--- src/rtl/mm_pkg.sv ---
// Shared definitions for the matrix-multiply datapath: MAC controller states
// and the accumulator sizing rule reused by the writeback stage.
package mm_pkg;

    typedef enum logic [1:0] {
        IDLE  = 2'd0,
        ACCUM = 2'd1,
        HOLD  = 2'd2
    } mac_state_e;

    // Full-precision width for vec_len signed products of data_width operands.
    function automatic int acc_w(input int data_width, input int vec_len);
        return 2 * data_width + $clog2(vec_len);
    endfunction

endpackage

--- src/rtl/dot_product_mac_if.sv ---
// Operand stream, result stream and status bundle of the dot-product MAC.
interface dot_product_mac_if #(
    parameter int data_width = 8,
    parameter int acc_width  = mm_pkg::acc_w(8, 64)
);
    logic                  start;
    logic [data_width-1:0] a_in;
    logic [data_width-1:0] b_in;
    logic                  in_valid;
    logic                  in_ready;
    logic [acc_width-1:0]  result;
    logic                  result_valid;
    logic                  result_ready;
    logic                  busy;

    modport slave (
        input  start, a_in, b_in, in_valid, result_ready,
        output in_ready, result, result_valid, busy
    );

    modport master (
        output start, a_in, b_in, in_valid, result_ready,
        input  in_ready, result, result_valid, busy
    );
endinterface

--- src/rtl/dot_product_mac.sv ---
// Signed multiply-accumulate over vec_len operand beats; the finished dot product
// is held on a valid/ready output until taken.
module dot_product_mac
    import mm_pkg::*;
#(
    parameter int data_width = 8,
    parameter int vec_len    = 64,
    parameter int acc_width  = acc_w(data_width, vec_len)
) (
    input  logic             clk,
    input  logic             reset,
    dot_product_mac_if.slave bus
);

    localparam int CNT_W  = $clog2(vec_len);
    localparam int PROD_W = 2 * data_width;
    localparam logic [CNT_W-1:0] LAST_CNT = CNT_W'(vec_len - 1);

    mac_state_e                  state_q, state_d;
    logic signed [acc_width-1:0] acc_q, acc_d;
    logic [CNT_W-1:0]            cnt_q, cnt_d;
    logic [acc_width-1:0]        result_q, result_d;

    logic signed [PROD_W-1:0]    prod_s;
    logic signed [acc_width-1:0] prod_ext_s;
    logic signed [acc_width-1:0] sum_s;
    logic                        accept_s;

    // Datapath: one signed multiply, sign-extend, one add.
    always_comb begin
        prod_s     = $signed(bus.a_in) * $signed(bus.b_in);
        prod_ext_s = {{(acc_width - PROD_W){prod_s[PROD_W-1]}}, prod_s};
        sum_s      = acc_q + prod_ext_s;
        accept_s   = (state_q == ACCUM) && bus.in_valid;
    end

    // Next-state and register-update logic for the IDLE/ACCUM/HOLD controller.
    always_comb begin
        state_d  = state_q;
        acc_d    = acc_q;
        cnt_d    = cnt_q;
        result_d = result_q;
        case (state_q)
            IDLE: begin
                if (bus.start) begin
                    acc_d   = '0;
                    cnt_d   = '0;
                    state_d = ACCUM;
                end else begin
                    state_d = IDLE;
                end
            end
            ACCUM: begin
                if (accept_s) begin
                    acc_d = sum_s;
                    if (cnt_q == LAST_CNT) begin
                        // The last beat's product goes straight into the result.
                        result_d = sum_s;
                        state_d  = HOLD;
                    end else begin
                        cnt_d = cnt_q + {{(CNT_W-1){1'b0}}, 1'b1};
                    end
                end else begin
                    state_d = ACCUM;
                end
            end
            HOLD: begin
                if (bus.result_ready) begin
                    state_d = IDLE;
                end else begin
                    state_d = HOLD;
                end
            end
            default: begin
                state_d = IDLE;
            end
        endcase
    end

    // State, accumulator, beat counter and result registers.
    always_ff @(posedge clk or negedge reset) begin
        if (!reset) begin
            state_q  <= IDLE;
            acc_q    <= '0;
            cnt_q    <= '0;
            result_q <= '0;
        end else begin
            state_q  <= state_d;
            acc_q    <= acc_d;
            cnt_q    <= cnt_d;
            result_q <= result_d;
        end
    end

    assign bus.in_ready     = (state_q == ACCUM);
    assign bus.result_valid = (state_q == HOLD);
    assign bus.busy         = (state_q != IDLE);
    assign bus.result       = result_q;

endmodule

--- src/flat_wrapper.sv ---
// flat-port wrapper written by rule: the top's interface ports become plain ports
module dot_product_mac_flat import mm_pkg::*;
#(
    parameter int data_width = 8,
    parameter int vec_len    = 64,
    parameter int acc_width  = acc_w(data_width, vec_len)
)
  (clk, reset, bus_start, bus_a_in, bus_b_in, bus_in_valid, bus_result_ready, bus_in_ready, bus_result, bus_result_valid, bus_busy);
  dot_product_mac_if #(.data_width(data_width), .acc_width(acc_width)) bus_i ();
  input  logic clk;
  input  logic reset;
  input wire logic [$bits(bus_i.start)-1:0] bus_start;
  input wire logic [$bits(bus_i.a_in)-1:0] bus_a_in;
  input wire logic [$bits(bus_i.b_in)-1:0] bus_b_in;
  input wire logic [$bits(bus_i.in_valid)-1:0] bus_in_valid;
  input wire logic [$bits(bus_i.result_ready)-1:0] bus_result_ready;
  output wire logic [$bits(bus_i.in_ready)-1:0] bus_in_ready;
  output wire logic [$bits(bus_i.result)-1:0] bus_result;
  output wire logic [$bits(bus_i.result_valid)-1:0] bus_result_valid;
  output wire logic [$bits(bus_i.busy)-1:0] bus_busy;
  assign bus_i.start = bus_start;
  assign bus_i.a_in = bus_a_in;
  assign bus_i.b_in = bus_b_in;
  assign bus_i.in_valid = bus_in_valid;
  assign bus_i.result_ready = bus_result_ready;
  assign bus_in_ready = bus_i.in_ready;
  assign bus_result = bus_i.result;
  assign bus_result_valid = bus_i.result_valid;
  assign bus_busy = bus_i.busy;
  dot_product_mac #(.data_width(data_width), .vec_len(vec_len), .acc_width(acc_width)) u_core (.clk(clk), .reset(reset), .bus(bus_i));
endmodule
--- config.mk ---
export PLATFORM = sky130hd
export DESIGN_NAME = dot_product_mac_flat
export DESIGN_NICKNAME = d
export VERILOG_FILES = /design/src/rtl/mm_pkg.sv /design/src/rtl/dot_product_mac_if.sv /design/src/rtl/dot_product_mac.sv /design/src/flat_wrapper.sv
export SDC_FILE = /design/constraint.sdc
export NUM_CORES = 1
export LEC_CHECK = 0
export CELL_PAD_IN_SITES_DETAIL_PLACEMENT = 1
export CELL_PAD_IN_SITES_GLOBAL_PLACEMENT = 1
export CORE_ASPECT_RATIO = 0.7
export CORE_MARGIN = 2
export CORE_UTILIZATION = 26
export DETAILED_ROUTE_END_ITERATION = 6
export PLACE_DENSITY_LB_ADDON = 0.1
export SYNTH_ARGS = -nofsm -noshare
export SYNTH_HDL_FRONTEND = slang
export SYNTH_SLANG_ARGS = --single-unit
--- constraint.sdc ---
create_clock -name clk -period 10.3 [get_ports clk]
set_input_delay 3.09 -clock clk [delete_from_list [all_inputs] [get_ports clk]]
set_output_delay 3.09 -clock clk [all_outputs]
set_load 0.03 [all_outputs]
==> results of run 1 <==
worst reg2reg max path, delay by kind of cell, from the launching register on:
| family | cells | cell delay, ns |
|---|---|---|
| compound gates | 5 | 0.99 |
| xor+xnor | 1 | 0.22 |
| fa+ha+maj | 6 | 2.79 |
| buf+inv | 4 | 0.26 |
| flops | 1 | 0.35 |
| simple gates | 1 | 0.15 |
flip-flops by register name, summed over array words and instances, names as in the netlist:
signal	count
u_core.acc_q	22
u_core.cnt_q	6
u_core.bus.result	22
u_core.state_q	2
layer usage:
metal	vias up	share of wire, %	track usage (%)
met4	0	0.67	2.40
met3	5	3.1	1.56
met5	-	0	0
met1	1925	61	24.5
li1	1872	-	-
met2	49	36	18.4
layout make-up:
type	instances	area (µm²)
inverters	96	360
repair buffers	49	475
multi-input cells	403	4170
flip-flops and latches	52	1300
fillers	2439	15100
well taps	282	353
clock buffers	6	139
clock inverters	2	13.8
cell usage after synthesis (5+ instances only):
master   number  area share [%]
inv_1        94             6.0
mux2_2       16             3.1
xnor2_1      17             2.5
fa_1         96              33
and2_1       32             3.4
nor2_1       20             1.3
dfrtp_1      52              22
a21o_1        7            0.89
a21oi_2       5            0.75
a22o_1       11             1.6
buf_2         6            0.51
ha_1         51              11
nand2_1      60             3.8
xor2_1       10             1.5
a21oi_1      11            0.94
o21ai_0      19             1.6
worst min-delay path by stage:
stage	end	slack [ns]
final	u_core.acc_q[0]	0.49
after global routing	u_core.acc_q[1]	0.52
after detailed placement	u_core.acc_q[5]	0.48
after CTS	u_core.acc_q[5]	0.49
after global placement	u_core.acc_q[6]	0.46
after floorplan	u_core.acc_q[5]	0.45
metrics by stage:
stage               setup WS, ns  instances
floorplan                   2.45        560
global placement            1.56        882
detailed placement          1.43        882
CTS                         1.74        890
global route                1.48        890
finish                      1.78        890
cell families after synthesis:
logic type	synth area share (%)
mux	3.24
simple gates	11.5
compound gates	8.69
buf+inv	6.90
flops	22.1
fa+ha+maj	43.6
xor+xnor	4.02
==> flow_metrics.py, run 1 <==
metrics = {
    "floorplan": {
        "die-area_um2": 23800,
        "io_pins": 46,
        "core_um2": 21900,
        "start_util_pct": 26.8,
        "die_y_um": 130,
        "die_w_um": 184,
        "rows": 45,
    },
    "layout": {
        "drive_above_1_share_pct": 7.57,
        "layout.nets": 775,
        "final_util_pct": 31.1,
        "area_delta_synth_final_pct": 16.0,
        "diodes": 0,
        "fin_area_um2": 6820,
        "final_common_cell": "fa_1",
        "layout_common_cells": "fa_1, inv_1, nand2_1",
    },
    "timing": {
        "drv_slew": 0,
        "fin_setup_tns_ns": 0,
        "finClkSkew_ns": 0.00684,
        "min_period_ns": 8.52,
        "rsz0062_at_grt": "no",
        "relSlewSlack_pct": 34.9,
        "setup_viol": 0,
        "fin_hold_ws_ns": 0.489,
        "period_share_pct": 82.7,
        "hold_violations": 0,
        "fmax_mhz": 117,
        "worst_pin_slew_ns": 0.977,
    },
    "setup_path": {
        "worst_path_largest_cell_delay_ns": 0.72,
        "reg2reg_from": "u_core.acc_q[6]",
        "timing.critical_path.mode_cell": "fa_1",
        "cp-end-kind": "flop",
        "cpMaxStageDelayCell": "and2_1",
        "rrSetupSlack_ns": 5.38,
        "startpoint": "bus_b_in[1]",
        "worstPathArrival_ns": 8.69,
        "path_max_fanout": 14,
        "crit_chain": "clkdlybuf4s50_1 -> and2_1 -> fa_1 -> fa_1 -> fa_1 -> fa_1 -> ha_1 -> ha_1 -> a21oi_1 -> o21ai_0 -> a21oi_1 -> a21oi_1 -> o31a_1 -> xnor2_1 -> o21ai_0",
        "critPathCapture": "u_core.bus.result[21]",
        "critPathKind": "input port to flop",
        "cp.depth": 15,
        "path_delay_family": "adder cells",
        "cp_num_buf_inv": 1,
        "critPathRequiredTime_ns": 10.47,
        "r2r_cells": 17,
        "cp-start-kind": "input port",
        "rr_endpoint": "u_core.bus.result[21]",
    },
    "synth": {
        "synth_ff_type": "dfrtp_1",
        "syn_area_um2": 5880,
        "synth_nets": 728,
        "synth.yosys.seq_area_share_pct": 22.1,
        "ys_ff_latch": 52,
        "syn_avg_cell_area_um2": 10.5,
        "synth_edf_count": 0,
        "ys_warn_count": 0,
        "ys_types": 47,
        "synth-async-reset-ratio_pct": 100,
        "netlist_instances": 560,
    },
    "drt": {
        "ant_nets": 0,
        "vias": 3851,
        "drt-total-wl_um": 15300,
        "remaining_drc_errors": 0,
        "drt-pass1-iter-count": 4,
        "drt-initial-drc-count": 108,
        "avgRoutedWirePerCell_um": 17.2,
        "vias_per_cell": 4.33,
    },
    "cts": {
        "cts_buffers": 5,
        "clk_pin_slew_worst_paths_ns": 0.07,
        "worstSkewPairLatency_ns": 0.30,
        "clockBufferDepth": 2,
        "cts.sink_count": 52,
        "post_cts_buffers": 0,
        "postCtsResizedCells": 0,
        "tritoncts": "done",
        "htreeDepth": 2,
        "cts_root_buf": "clkbuf_16",
        "cts_hold_buf": 0,
    },
    "placement": {
        "routabilityCongestion": 0.759,
        "portBuffers": 45,
        "placed_area_um2": 6660,
        "dpl.hpwl_um": 12900,
    },
    "global_routing": {
        "grt_pass1_wl_um": 25800,
        "grt_max_degree": 53,
        "first_global_vias": 4325,
        "track_usage_pct": 14.2,
        "antenna_found_initial": 0,
        "grt_remaining_overflow": 0,
    },
    "status": {
        "status": "finished, final reports clean",
    },
    "min_path": {
        "hp-start": "u_core.acc_q[0]",
        "hp-class": "flop to flop",
        "hold_depth": 2,
    },
    "run": {
        "drv_cap": 0,
    },
}
Power of run 1 is not shown: default switching activity piles up to over one toggle a cycle in this logic, so the estimate is an artifact.
==> run 2, diff against run 1 <==
==> constraint.sdc (replaced) <==
create_clock -name clk -period 6.84 [get_ports clk]
set_input_delay 2.052 -clock clk [delete_from_list [all_inputs] [get_ports clk]]
set_output_delay 2.052 -clock clk [all_outputs]
set_load 0.03 [all_outputs]
==> flow_metrics.py, run 2 (same netlist as run 1, synthesis figures left out) <==
metrics = {
    "status": {
        "status": "finished, final reports clean",
    },
    "timing": {
        "min_period_ns": 6.63,
        "fin_setup_tns_ns": 0,
        "fmax_mhz": 151,
        "relSlewSlack_pct": 51.1,
        "hold_violations": 0,
        "setup_viol": 0,
        "layout_setup_ws_ns": 0.205,
        "worst_pin_slew_ns": 0.734,
        "period_share_pct": 97.0,
        "finClkSkew_ns": 0.0108,
        "drv_slew": 0,
    },
    "cts": {
        "cts_buffers": 5,
        "htreeDepth": 2,
        "worstSkewPairLatency_ns": 0.31,
        "tritoncts": "done",
        "cts_root_buf": "clkbuf_16",
        "clockBufferDepth": 2,
        "clk_pin_slew_worst_paths_ns": 0.08,
        "cts.sink_count": 52,
    },
    "global_routing": {
        "antenna_found_initial": 0,
        "met3_usage_pct": 1.93,
        "grt_use_met1_pct": 23.2,
        "first_global_vias": 4918,
        "grt_busiest_layer": "met1",
        "grt_max_degree": 53,
        "grt_remaining_overflow": 0,
        "grt.met2_usage_pct": 21.0,
        "grt_pass1_wl_um": 27000,
        "track_usage_pct": 14.7,
    },
    "drt": {
        "remaining_drc_errors": 0,
        "vias": 4207,
        "drt-total-wl_um": 15800,
        "vias_per_cell": 4.35,
        "drt-pass1-iter-count": 6,
        "avgRoutedWirePerCell_um": 16.3,
        "drt-initial-drc-count": 87,
        "ant_nets": 0,
    },
    "floorplan": {
        "die_w_um": 184,
        "die_y_um": 130,
        "rows": 45,
        "io_pins": 46,
        "start_util_pct": 26.8,
        "core_um2": 21900,
        "die-area_um2": 23800,
    },
    "setup_path": {
        "path_delay_family": "adder cells",
        "timing.critical_path.mode_cell": "fa_1",
        "path_max_fanout": 4,
        "worst_path_largest_cell_delay_ns": 0.56,
        "cpMaxStageDelayCell": "fa_1",
        "critPathKind": "input port to flop",
        "cp-start-kind": "input port",
        "critPathRequiredTime_ns": 7.03,
        "cp-end-kind": "flop",
        "crit_chain": "clkdlybuf4s50_1 -> buf_4 -> nand2_1 -> fa_1 -> inv_1 -> fa_1 -> fa_1 -> fa_1 -> fa_1 -> ha_4 -> o21ai_1 -> o21bai_1 -> nand3_1 -> a21oi_2 -> nor2_1 -> xnor2_1 -> buf_4 -> mux2_2",
        "cp_num_buf_inv": 4,
        "worstPathArrival_ns": 6.83,
    },
    "run": {
        "drv_cap": 0,
    },
    "layout": {
        "layout_common_cells": "inv_1, fa_1, buf_4",
        "fin_cells": 967,
        "layout.nets": 852,
        "diodes": 0,
        "area_delta_synth_final_pct": 29.5,
        "drive_above_1_share_pct": 22.0,
        "final_common_cell": "inv_1",
    },
    "placement": {
        "portBuffers": 45,
        "dpl.hpwl_um": 13400,
        "placed_cells": 958,
        "routabilityCongestion": 0.751,
        "pre_cts_ws_ns": -0.488,
    },
    "min_path": {
        "hp-class": "flop to flop",
    },
}
==> run 2: layer usage <==
layer	up-vias	routed length (µm)
li1	2018	-
met1	2145	8800
met2	36	6520
met3	8	347
met4	0	123
met5	-	0
==> run 2: repair_timing <==
item	CTS	global route
hold buffers	0	0
buffers inserted	0	1
setup endpoints to repair	10	22
resized for setup	9	36
pin swaps	2	22
==> run 2: worst paths after layout <==
check                                 from                    end  slack, ns  depth (start not counted)
max in group asynchronous            reset        u_core.cnt_q[5]       4.47                          2
setup / recovery               bus_a_in[6]  u_core.bus.result[17]       0.21                         18
hold / removal             u_core.acc_q[5]        u_core.acc_q[5]       0.48                          2
setup reg to reg           u_core.acc_q[4]       u_core.acc_q[20]       2.15                         20
min in group asynchronous            reset       u_core.acc_q[20]       1.88                          2
hold reg to reg            u_core.acc_q[5]        u_core.acc_q[5]       0.48                          2
==> run 2: metrics by stage <==
step	cell area, µm²	util (%)	hold WS, ns
final	7610	34.8	0.483
after global routing	7610	34.8	0.519
after CTS	7420	33.9	0.486
after detailed placement	7260	33.1	0.467
after global placement	7260	33.1	0.465
after floorplan	5880	-	0.449
==> run 2: area by class of cell <==
class | count | area (µm²)
tap | 282 | 353
inverter | 96 | 367
timing repair buffer | 126 | 1100
multi-input combinational | 403 | 4350
clock buffer | 5 | 125
clock inverter | 3 | 21.3
fill | 2452 | 14300
sequential | 52 | 1300
==> run 2: tightest hold or removal path: cells and delay by family, from the launching register on <==
family | cells | cell delay (ns)
AO/OA/AOI/OAI | 1 | 0.05
flip-flops | 1 | 0.35
AND/OR/NAND/NOR | 1 | 0.05
Power of run 2 is left out for the same reason.
==> run 3, diff against run 2 <==
--- a/config.mk
+++ b/config.mk
@@ -8,7 +8,7 @@
 export CELL_PAD_IN_SITES_DETAIL_PLACEMENT = 1
 export CELL_PAD_IN_SITES_GLOBAL_PLACEMENT = 1
 export CORE_ASPECT_RATIO = 0.7
-export CORE_MARGIN = 2
+export CORE_MARGIN = 1.5
 export CORE_UTILIZATION = 26
 export DETAILED_ROUTE_END_ITERATION = 6
 export PLACE_DENSITY_LB_ADDON = 0.1
==> flow_metrics.py, run 3 (same netlist as run 1, synthesis figures left out) <==
metrics = {
    "global_routing": {
        "grt_remaining_overflow": 0,
        "grt_max_degree": 53,
        "antenna_found_initial": 0,
        "first_global_vias": 4856,
        "track_usage_pct": 14.8,
        "grt_pass1_wl_um": 27100,
    },
    "cts": {
        "cts.sink_count": 52,
        "htreeDepth": 2,
        "clk_pin_slew_worst_paths_ns": 0.07,
        "worstSkewPairLatency_ns": 0.29,
        "cts_root_buf": "clkbuf_16",
        "tritoncts": "done",
        "clockBufferDepth": 2,
        "cts_buffers": 5,
        "cts_hold_buf": 0,
    },
    "setup_path": {
        "timing.critical_path.mode_cell": "fa_1",
        "worstPathArrival_ns": 6.87,
        "path_delay_family": "adder cells",
        "rr_endpoint": "u_core.bus.result[14]",
        "worst_path_largest_cell_delay_ns": 0.56,
        "r2r_cells": 18,
        "startpoint": "bus_b_in[0]",
        "cp_num_buf_inv": 6,
        "cp-start-kind": "input port",
        "rrSetupSlack_ns": 2.16,
        "cpMaxStageDelayCell": "fa_1",
        "path_max_fanout": 9,
        "cp-end-kind": "flop",
        "crit_chain": "clkdlybuf4s50_1 -> and2_4 -> buf_12 -> fa_1 -> inv_1 -> fa_1 -> fa_1 -> inv_1 -> fa_1 -> ha_1 -> ha_1 -> a211oi_2 -> inv_1 -> nor4_4 -> o31ai_2 -> buf_4 -> xor2_1 -> mux2_2",
        "critPathKind": "input port to flop",
        "critPathRequiredTime_ns": 7.02,
        "reg2reg_from": "u_core.acc_q[6]",
    },
    "layout": {
        "fin_area_um2": 7620,
        "layout.nets": 858,
        "diodes": 0,
        "area_delta_synth_final_pct": 29.7,
        "final_common_cell": "inv_1",
        "drive_above_1_share_pct": 22.6,
        "layout_common_cells": "inv_1, fa_1, buf_4",
        "fin_cells": 973,
    },
    "drt": {
        "avgRoutedWirePerCell_um": 16.3,
        "remaining_drc_errors": 0,
        "drt-total-wl_um": 15900,
        "ant_nets": 0,
        "vias_per_cell": 4.33,
        "vias": 4209,
        "drt-pass1-iter-count": 4,
        "drt-initial-drc-count": 97,
    },
    "run": {
        "drv_cap": 0,
    },
    "timing": {
        "fin_setup_tns_ns": 0,
        "drv_slew": 0,
        "layout_setup_ws_ns": 0.153,
        "hold_violations": 0,
        "setup_viol": 0,
        "finClkSkew_ns": 0.00369,
        "period_share_pct": 97.8,
        "worst_pin_slew_ns": 0.704,
        "relSlewSlack_pct": 53.0,
        "fmax_mhz": 150,
        "rsz0062_at_grt": "yes",
        "min_period_ns": 6.69,
    },
    "min_path": {
        "hp-start": "u_core.acc_q[5]",
        "whs_endpoint": "u_core.acc_q[5]",
        "hold_depth": 2,
        "hp-class": "flop to flop",
    },
    "floorplan": {
        "start_util_pct": 26.8,
        "io_pins": 46,
        "die_w_um": 183,
        "core_um2": 21900,
        "rows": 45,
        "die_y_um": 129,
        "die-area_um2": 23500,
    },
    "placement": {
        "placed_cells": 960,
        "pre_cts_ws_ns": -0.537,
        "portBuffers": 45,
        "routabilityCongestion": 0.758,
        "placed_area_um2": 7270,
        "dpl.hpwl_um": 13500,
    },
    "status": {
        "status": "finished, final reports clean",
    },
}
## run 3: routing by layer
metal / routed length [µm] / part of all wire [%] / vias up / track usage (%)
met2: 6440 / 41 / 37 / 21.3
met4: 91 / 0.57 / 0 / 2.09
met3: 457 / 2.9 / 7 / 1.98
met5: 0 / 0 / - / 0
met1: 8860 / 56 / 2131 / 23.7
li1: - / - / 2034 / -
## run 3: worst max path at each step
stage / end / depth (start not counted) / slack (ns)
6_report: u_core.bus.result[18] / 18 / 0.15
2_1_floorplan: u_core.bus.result[14] / 16 / 0.03
4_1_cts: u_core.bus.result[18] / 18 / 0.01
3_3_place_gp: u_core.bus.result[18] / 17 / -0.49
3_5_place_dp: u_core.bus.result[18] / 17 / -0.54
5_1_grt: u_core.bus.result[17] / 19 / -0.02
## run 3: area by class of cell
| cell class | count | area, µm² |
|---|---|---|
| fillers | 2477 | 14300 |
| multi-input cells | 403 | 4330 |
| flip-flops and latches | 52 | 1300 |
| repair buffers | 132 | 1130 |
| inverters | 96 | 363 |
| well taps | 282 | 353 |
| clock buffers | 5 | 125 |
| clock inverters | 3 | 18.8 |
## run 3: metrics by stage
| step | util [%] | hold WS, ns |
|---|---|---|
| 3_3_place_gp | 33.2 | 0.466 |
| 6_report | 34.8 | 0.496 |
| 5_1_grt | 34.8 | 0.532 |
| 3_5_place_dp | 33.2 | 0.473 |
| 2_1_floorplan | - | 0.449 |
| 4_1_cts | 34.0 | 0.503 |
## run 3: worst register-to-register path, cell delays in order, from the launching register on
cell,delay [ns]
dfrtp_1,0.35
inv_1,0.10
fa_1,0.55
inv_1,0.05
fa_1,0.51
inv_1,0.05
fa_1,0.50
inv_1,0.07
fa_2,0.39
fa_1,0.44
ha_4,0.25
a21oi_2,0.16
o21bai_2,0.10
buf_4,0.14
or2_4,0.23
o21a_1,0.20
a21oi_2,0.14
xnor2_1,0.09
mux2_2,0.26
## run 3: timing repair
item                                    CTS  global route
pin swaps                                 8            16
setup buffers                             0             5
resized for setup                        16            30
endpoints found under the setup margin   14            21
Power of run 3 is left out for the same reason.
